$ cat src/rtl/fft_pkg.sv
// fft_pkg: constants, complex sample type and bit-reverse helper shared by the FFT pipeline
package fft_pkg;
  localparam int DEF_DW = 14;
  localparam int DEF_LOG2N = 4;
  typedef struct packed {
    logic signed [DEF_DW-1:0] re;
    logic signed [DEF_DW-1:0] im;
  } cplx_t;
  // Reverse the low w bits of x; bits above w come back as zero.
  function automatic logic [31:0] bitrev(input logic [31:0] x, input int w);
    logic [31:0] r;
    r = {<<{x}};
    return r >> (32 - w);
  endfunction
endpackage

$ cat src/rtl/fft_bitrev_reorder_if.sv
// fft_bitrev_reorder_if: natural-order output stream of the bit-reverse reorder buffer
// master drives valid/re/im/last (and idx when FFT_REORDER_IDX_EN is defined); slave drives ready.
interface fft_bitrev_reorder_if
  import fft_pkg::*;
#(
  parameter int DW = DEF_DW
`ifdef FFT_REORDER_IDX_EN
  , parameter int LOG2N = DEF_LOG2N
`endif
);
  logic valid;
  logic ready;
  logic signed [DW-1:0] re;
  logic signed [DW-1:0] im;
  logic last;
`ifdef FFT_REORDER_IDX_EN
  logic [LOG2N-1:0] idx;
  modport master (output valid, re, im, last, idx, input ready);
  modport slave (input valid, re, im, last, idx, output ready);
`else
  modport master (output valid, re, im, last, input ready);
  modport slave (input valid, re, im, last, output ready);
`endif
endinterface

$ cat src/rtl/fft_pingpong_ram.sv
// fft_pingpong_ram: two banks of 2**LOG2N complex words, sync write, async read
// Ports: clk; we/wr_bank/wr_addr/wr_data write port; rd_bank/rd_addr -> rd_data read port.
module fft_pingpong_ram #(
  parameter int DW = 14,
  parameter int LOG2N = 4
) (
  input  logic clk,
  input  logic we,
  input  logic wr_bank,
  input  logic [LOG2N-1:0] wr_addr,
  input  logic [2*DW-1:0] wr_data,
  input  logic rd_bank,
  input  logic [LOG2N-1:0] rd_addr,
  output logic [2*DW-1:0] rd_data
);
  logic [2*DW-1:0] mem [2**(LOG2N+1)];
  always_ff @(posedge clk) if (we) mem[{wr_bank, wr_addr}] <= wr_data;
  assign rd_data = mem[{rd_bank, rd_addr}];
endmodule

$ cat src/rtl/fft_bitrev_reorder.sv
// fft_bitrev_reorder: ping-pong buffer turning bit-reversed FFT frames into a natural-order stream
// Ports: clk, rst (sync, active-high); in_valid/in_re/in_im unstallable bit-reversed input;
// out (master) natural-order valid/ready stream with last; overflow sticky drop flag.
// Optional FFT_REORDER_IDX_EN adds out.idx, the natural index of the current word.
module fft_bitrev_reorder
  import fft_pkg::*;
#(
  parameter int DW = DEF_DW,
  parameter int LOG2N = DEF_LOG2N
) (
  input  logic clk,
  input  logic rst,
  input  logic in_valid,
  input  logic signed [DW-1:0] in_re,
  input  logic signed [DW-1:0] in_im,
  fft_bitrev_reorder_if.master out,
  output logic overflow
);
  logic [1:0] full_q, full_d;
  logic wr_bank_q, wr_bank_d, rd_bank_q, rd_bank_d;
  logic [LOG2N-1:0] wr_cnt_q, wr_cnt_d, rd_cnt_q, rd_cnt_d, wr_addr;
  logic valid_q, valid_d, last_q, last_d, ovf_q, ovf_d;
  logic signed [DW-1:0] re_q, re_d, im_q, im_d;
  logic wr_ok, wr_end, adv, rd_ok, rd_end;
  logic [2*DW-1:0] rd_data;
`ifdef FFT_REORDER_IDX_EN
  logic [LOG2N-1:0] idx_q, idx_d;
`endif
  fft_pingpong_ram #(.DW(DW), .LOG2N(LOG2N)) u_ram (
    .clk(clk),
    .we(wr_ok),
    .wr_bank(wr_bank_q),
    .wr_addr(wr_addr),
    .wr_data({in_re, in_im}),
    .rd_bank(rd_bank_q),
    .rd_addr(rd_cnt_q),
    .rd_data(rd_data)
  );
  // A bank is only written while empty and only read while full, so the
  // full-set and full-clear below never hit the same bank in one cycle.
  always_comb begin
    wr_addr = LOG2N'(bitrev(32'(wr_cnt_q), LOG2N));
    wr_ok = in_valid && !full_q[wr_bank_q];
    wr_end = wr_ok && &wr_cnt_q;
    adv = !valid_q || out.ready;
    rd_ok = adv && full_q[rd_bank_q];
    rd_end = rd_ok && &rd_cnt_q;
    full_d = (full_q | (wr_end ? 2'b01 << wr_bank_q : 2'b00)) & ~(rd_end ? 2'b01 << rd_bank_q : 2'b00);
    wr_cnt_d = wr_ok ? wr_cnt_q + 1'b1 : wr_cnt_q;
    wr_bank_d = wr_bank_q ^ wr_end;
    rd_cnt_d = rd_ok ? rd_cnt_q + 1'b1 : rd_cnt_q;
    rd_bank_d = rd_bank_q ^ rd_end;
    valid_d = adv ? rd_ok : valid_q;
    last_d = adv ? rd_end : last_q;
    re_d = rd_ok ? rd_data[2*DW-1:DW] : re_q;
    im_d = rd_ok ? rd_data[DW-1:0] : im_q;
    ovf_d = ovf_q || (in_valid && full_q[wr_bank_q]);
`ifdef FFT_REORDER_IDX_EN
    idx_d = rd_ok ? rd_cnt_q : idx_q;
`endif
  end
  always_ff @(posedge clk) begin
    if (rst) begin
      full_q <= '0;
      wr_bank_q <= 1'b0;
      rd_bank_q <= 1'b0;
      wr_cnt_q <= '0;
      rd_cnt_q <= '0;
      valid_q <= 1'b0;
      last_q <= 1'b0;
      re_q <= '0;
      im_q <= '0;
      ovf_q <= 1'b0;
`ifdef FFT_REORDER_IDX_EN
      idx_q <= '0;
`endif
    end else begin
      full_q <= full_d;
      wr_bank_q <= wr_bank_d;
      rd_bank_q <= rd_bank_d;
      wr_cnt_q <= wr_cnt_d;
      rd_cnt_q <= rd_cnt_d;
      valid_q <= valid_d;
      last_q <= last_d;
      re_q <= re_d;
      im_q <= im_d;
      ovf_q <= ovf_d;
`ifdef FFT_REORDER_IDX_EN
      idx_q <= idx_d;
`endif
    end
  end
  assign out.valid = valid_q;
  assign out.last = last_q;
  assign out.re = re_q;
  assign out.im = im_q;
  assign overflow = ovf_q;
`ifdef FFT_REORDER_IDX_EN
  assign out.idx = idx_q;
`endif
endmodule
$ cat src/flat_wrapper.sv
// flat-port wrapper written by rule: the top's interface ports become plain ports
module fft_bitrev_reorder_flat import fft_pkg::*;
#(
  parameter int DW = DEF_DW,
  parameter int LOG2N = DEF_LOG2N
)
  (clk, rst, in_valid, in_re, in_im, overflow, out_valid, out_re, out_im, out_last, out_ready);
  fft_bitrev_reorder_if #(.DW(DW)) out_i ();
  input  logic clk;
  input  logic rst;
  input  logic in_valid;
  input  logic signed [DW-1:0] in_re;
  input  logic signed [DW-1:0] in_im;
  output logic overflow;
  output wire logic [$bits(out_i.valid)-1:0] out_valid;
  output wire logic [$bits(out_i.re)-1:0] out_re;
  output wire logic [$bits(out_i.im)-1:0] out_im;
  output wire logic [$bits(out_i.last)-1:0] out_last;
  input wire logic [$bits(out_i.ready)-1:0] out_ready;
  assign out_valid = out_i.valid;
  assign out_re = out_i.re;
  assign out_im = out_i.im;
  assign out_last = out_i.last;
  assign out_i.ready = out_ready;
  fft_bitrev_reorder #(.DW(DW), .LOG2N(LOG2N)) u_core (.clk(clk), .rst(rst), .in_valid(in_valid), .in_re(in_re), .in_im(in_im), .out(out_i), .overflow(overflow));
endmodule
$ cat config.mk
export PLATFORM = sky130hd
export DESIGN_NAME = fft_bitrev_reorder_flat
export DESIGN_NICKNAME = d
export VERILOG_FILES = /design/src/rtl/fft_pkg.sv /design/src/rtl/fft_bitrev_reorder_if.sv /design/src/rtl/fft_pingpong_ram.sv /design/src/rtl/fft_bitrev_reorder.sv /design/src/flat_wrapper.sv
export SDC_FILE = /design/constraint.sdc
export NUM_CORES = 1
export LEC_CHECK = 0
export BUFFER_PORTS_ARGS = -buffer_cell sky130_fd_sc_hd__buf_2
export CORE_MARGIN = 8
export CORE_UTILIZATION = 45
export DETAILED_ROUTE_END_ITERATION = 10
export GPL_ROUTABILITY_DRIVEN = 1
export PLACE_DENSITY = 0.71
export SETUP_SLACK_MARGIN = 0.05
export SLEW_MARGIN = 20
export SYNTH_ARGS = -nofsm -noshare
export SYNTH_HDL_FRONTEND = slang
export SYNTH_SLANG_ARGS = --single-unit
export TNS_END_PERCENT = 30
$ cat constraint.sdc
create_clock -name clk -period 4.2 [get_ports clk]
set_input_delay 0 -clock clk [delete_from_list [all_inputs] [get_ports clk]]
set_output_delay 0 -clock clk [all_outputs]
set_load 0.01 [all_outputs]
Word-level counts from Yosys, hierarchy flattened
Memories as Yosys holds them, arrays and structs flattened. A register that Yosys moved wholly into a read port is not among the register bits.
Index checks and enable logic that the tools add are counted.
Word-level totals
  flip-flop bits (word level): 15
  latch bits: 0
  RAM bits: 896
  memory bits (read-only): 0
  input port bits: 32
  word-level logic and storage cells: 39
  memories: 1
Memory list
  u_core.u_ram.mem: words 32, width 28, read ports 1, clocked after Yosys merged registers in 1, write ports 1, line fft_pingpong_ram.sv:16  | logic [2*DW-1:0] mem [2**(LOG2N+1)];
Operators by class
  $add $sub $neg: 2
  $mul: 0
  divide/modulo/power cells: 0
  magnitude comparators: 2
  equality and inequality tests: 0
  shift-type cells: 2
  muxes and demuxes: 8
  bitwise operators: 5
  reductions and logical operators: 11
Operators with widths (number)
  $add 4x1->4 const B: 2
  $reduce_and 4->1: 2
  $mux 1: 6
  $logic_and 1x1->1: 5
  $lt 1x2->1 const B: 2
  $mux 2: 2
  $shl 1x1->2 const A: 2
  $and 2x2->2: 1
  $logic_not 1->1: 2
  $logic_or 1x1->1: 2
  $not 2->2: 1
  $or 2x2->2: 1
  $xor 1x1->1: 2

Logic depth before layout (Yosys ltp)
  depth in word-level cells: 8
  mapped depth: 8
  depth with buffers taken out: 7

Modules after synthesis
A second synthesis with hierarchy kept.
Unflattened totals
  cell total of the unflattened synthesis: 2160
  area total of the unflattened synthesis: 36633.9 sq um
Modules (own cells, without submodules)
  fft_pingpong_ram: instances 1, cells each 1956, area an instance 34891.0 sq um
  fft_bitrev_reorder: instances 1, cells each 204, area an instance 1742.9 sq um

Worst setup path after synthesis
OpenSTA, ideal clock, no wires.
  path kind: reg-to-reg
  start point: register u_core.wr_bank_q
  end point: memory u_core.u_ram.mem[15][0] (netlist name), enable pin
  setup time: 413 ps
  arrival time: 2482 ps
  path slack: 1305 ps
  cell stages (with the launch flop): 6
  path buffers: 1
  period minus slack after synthesis: 2895 ps
  path through: dfxtp_1 -> mux2i_1 -> and2_1 -> clkbuf_1 -> nand3_1 -> nor2_1
On the way
  cells in the longest elaborated chain, start to end: 6
Ends and longest elaborated chain
  start: declaration: line fft_bitrev_reorder.sv:20  | logic wr_bank_q, wr_bank_d, rd_bank_q, rd_bank_d;
  start signal: assignment: line fft_bitrev_reorder.sv:79  | wr_bank_q <= wr_bank_d;
  $mux 1 (not written as such) (2 in series): line fft_bitrev_reorder.sv:43  | wr_ok = in_valid && !full_q[wr_bank_q];
  $logic_not 1->1: line fft_bitrev_reorder.sv:43
  $logic_and 1x1->1: line fft_bitrev_reorder.sv:43
  $mux 1: line fft_pingpong_ram.sv:17  | always_ff @(posedge clk) if (we) mem[{wr_bank, wr_addr}] <= wr_data;
  $mux 1 (not written as such): line fft_pingpong_ram.sv:17
  end: declaration: line fft_pingpong_ram.sv:16
Several ways; a longest one is shown, not always the timed one. The select of a mux whose other input is x is not followed.

Final worst setup path
  start point: register u_core.wr_bank_q
  end point: memory u_core.u_ram.mem[27][16] (netlist name), enable pin
The elaborated chain is that of the path after synthesis.

==> metrics <==
outcome=complete, no violations; Pwr Density=451 mW/mm^2; Leak=12.3 nW; CP endpoint kind=flip-flop; asr flop ratio synth=0%; drt drc=0; worst flop-to-flop path endpoint=u_core.u_ram.mem[27][16]; period utilization=74.1%; Synth Area in Compound Gates=7.13%; CP Data Required Time=4.46 ns; Mapped Area=0.0364 sq mm; Initial Utilization=45.3%; first drt pass iteration count=5; worst hold slack=0.195 ns; average wire per standard cell=25.4 um; Non-Filler Instances=3,291; Hold Crit Endpoint=u_core.overflow; Layout Skew=0.0213 ns; total power=0.0187 W; fin util=51.8%; worst-skew pair later-pin latency=0.65 ns; VDD IR-drop max=0.338 mV; die area=0.0901 sq mm; GPL Wtd Cong=0.823; Core Region=0.0803 sq mm; DRT iter0 DRCs=1,834; simple-gate area share of the yosys netlist=1.87%; Worst-path clk slew=0.06 ns; CP bufs+invs=0; first-pass GRT wire length=123,000 um; die height=300 um; startpoint types=flip-flop; row cnt=104; xor/xnor cell area share of the yosys netlist=0.145%; Yosys reg bits=939; ys flop type=edfxtp_1; Min Clock Period, post-route=3.11 ns; fraction of layout cells with a size suffix above 1=14.5%; CP peak stage delay=1.04 ns; worst r2r path cells=4; setup TNS=0 ns; port bufs=62; worst-case clock buffer depth=3; fin. max-slew vios=0; Placed Instances=3,093; largest family of logic cells by synthesized area=multiplexers; Worst Path Max Fanout=28; R2R Setup Slk=1.09 ns; Area Overhead vs Synth=14.4%; TritonCTS clock tree=built; most frequent cells in the layout=896 x edfxtp_1, 450 x mux2i_1, 224 x a22oi_1, 116 x a21oi_1, 92 x clkbuf_16; Vias/cell=5.82; critical path's top delay family=simple AND/OR/NAND/NOR gates; cells along the critical path=mux2i_1 > and2_1 > nand3_1 > nor2_4; mux cell area share after synthesis=12.4%; Seq/Total Area, Yosys=76.4%; dpl hpwl=48,600 um; adder-cell share of the synthesized area=0.207%; Final Hold Vio Count=0; EDFF count, synth=896; Max-cap violations=0; Tot GR Track Use=18.1%; RSZ-0062 raised after global routing=false; DRT antenna net count=0; commonest non-fill, non-tap cell in the layout=edfxtp_1; Post-Route WL=83,600 um; hold path cells=4; post-CTS sizing=0; number of global-route vias before repair=19,400; Ys Warns=0; WP data arrival=3.37 ns; critical setup path kind=reg -> reg; GR Overflow Total=0; Final setup viols=0; Slew headroom=32.0%; syn nets=2,078; Yosys cell types=29; Crit-path slowest cell=nor2_4; syn avg cell area=17.8 sq um; Critical R2R Launch=u_core.wr_bank_q; Cells after Synth=2,040; Clock Sink Count=939; ant diodes=0; Hold Path Class=in -> reg; Layout Nets=2,193; worst hold start=in_valid; Max H-tree Level=3; CTS Buf Count=89; I/O pin total=63; Worst Tran Pin Value=1.02 ns; Fmax=0.321 GHz; DR vias=19,200; Die Width=300 um; initial antenna violation count=2; CTS root buf=clkbuf_16; largest net degree at the start of global routing=68
==> how the worst max path moves through the flow <==
stage | start | endpoint | slack [ns] | depth (start not counted)
2_1_floorplan | u_core.wr_bank_q | u_core.u_ram.mem[15][0] | 1.31 | 5
3_3_place_gp | u_core.wr_bank_q | u_core.u_ram.mem[27][21] | 1.21 | 4
3_5_place_dp | u_core.wr_bank_q | u_core.u_ram.mem[27][15] | 1.12 | 4
4_1_cts | u_core.wr_bank_q | u_core.u_ram.mem[27][18] | 1.11 | 4
5_1_grt | u_core.wr_bank_q | u_core.u_ram.mem[27][20] | 0.91 | 4
6_report | u_core.wr_bank_q | u_core.u_ram.mem[27][16] | 1.09 | 4
==> synthesized netlist by cell type, drive strengths merged, types with 6 or more instances <==
cell	instances	area share, %
a211oi	28	0.89
a21oi	116	1.6
or4	28	0.58
dfxtp	43	2.4
ha	6	0.21
nand2	11	0.11
a22oi	224	4.6
nor2	78	0.81
edfxtp	896	74
mux2i	450	12
buf	67	1.2
clkbuf	59	0.61
==> where the power goes <==
group	internal, W	switching (W)
Sequential	0.0103	0.0000157
Combinational	0.0000859	0.000256
Clock	0.00473	0.00336
Total	0.0151	0.00363
==> worst min-delay path: cells and delay by family <==
family | cells | cell delay [ns]
buffers and inverters | 2 | 0.66
AND/OR/NAND/NOR | 1 | 0.07
AO/OA/AOI/OAI | 1 | 0.06
==> timing repair <==
action,CTS,global route
endpoints found under the hold margin,921,0
hold buffers,31,0
buffers inserted,0,0
==> per-stage QoR <==
step	instance area, sq um	setup slack, ns
after detailed placement	38300	1.12
final	41600	1.09
after CTS	41600	1.11
after global routing	41600	0.909
after global placement	38300	1.21
after floorplan	36400	1.31
==> metal layers <==
metal | part of all wire [%] | global-route usage, %
met5 | 0.030 | 0
met4 | 2.6 | 5.41
met1 | 41 | 24.1
met2 | 50 | 30.3
met3 | 6.3 | 3.20
==> cell type report <==
| cell class | instances | area (sq um) |
|---|---|---|
| Clock buffer | 124 | 2530 |
| Inverter | 5 | 18.8 |
| Fill cell | 6247 | 38700 |
| Multi-Input combinational cell | 970 | 8190 |
| Timing Repair Buffer | 150 | 1270 |
| Tap cell | 1060 | 1330 |
| Clock inverter | 43 | 462 |
| Sequential cell | 939 | 27800 |
==> state kept, by name, indices dropped and copies added (netlist names) <==
| register | cells |
|---|---|
| u_core.out.valid | 1 |
| u_core.rd_bank_q | 1 |
| u_core.out.last | 1 |
| u_core.rd_cnt_q | 4 |
| u_core.full_q | 2 |
| u_core.out.im | 14 |
| u_core.wr_bank_q | 1 |
| u_core.wr_cnt_q | 4 |
| u_core.u_ram.mem | 896 |
| u_core.overflow | 1 |
| u_core.out.re | 14 |
==> cell families (layout without fill, tap and decap cells) <==
logic type	after synthesis	count (layout)
multiplexers	450	450
AND/OR/NAND/NOR	139	139
adder cells (fa/ha/maj)	6	6
AO/OA/AOI/OAI	369	369
buffers and inverters	131	322
XOR/XNOR	6	6
flip-flops	939	939
Power figures use the tool's default switching activity.
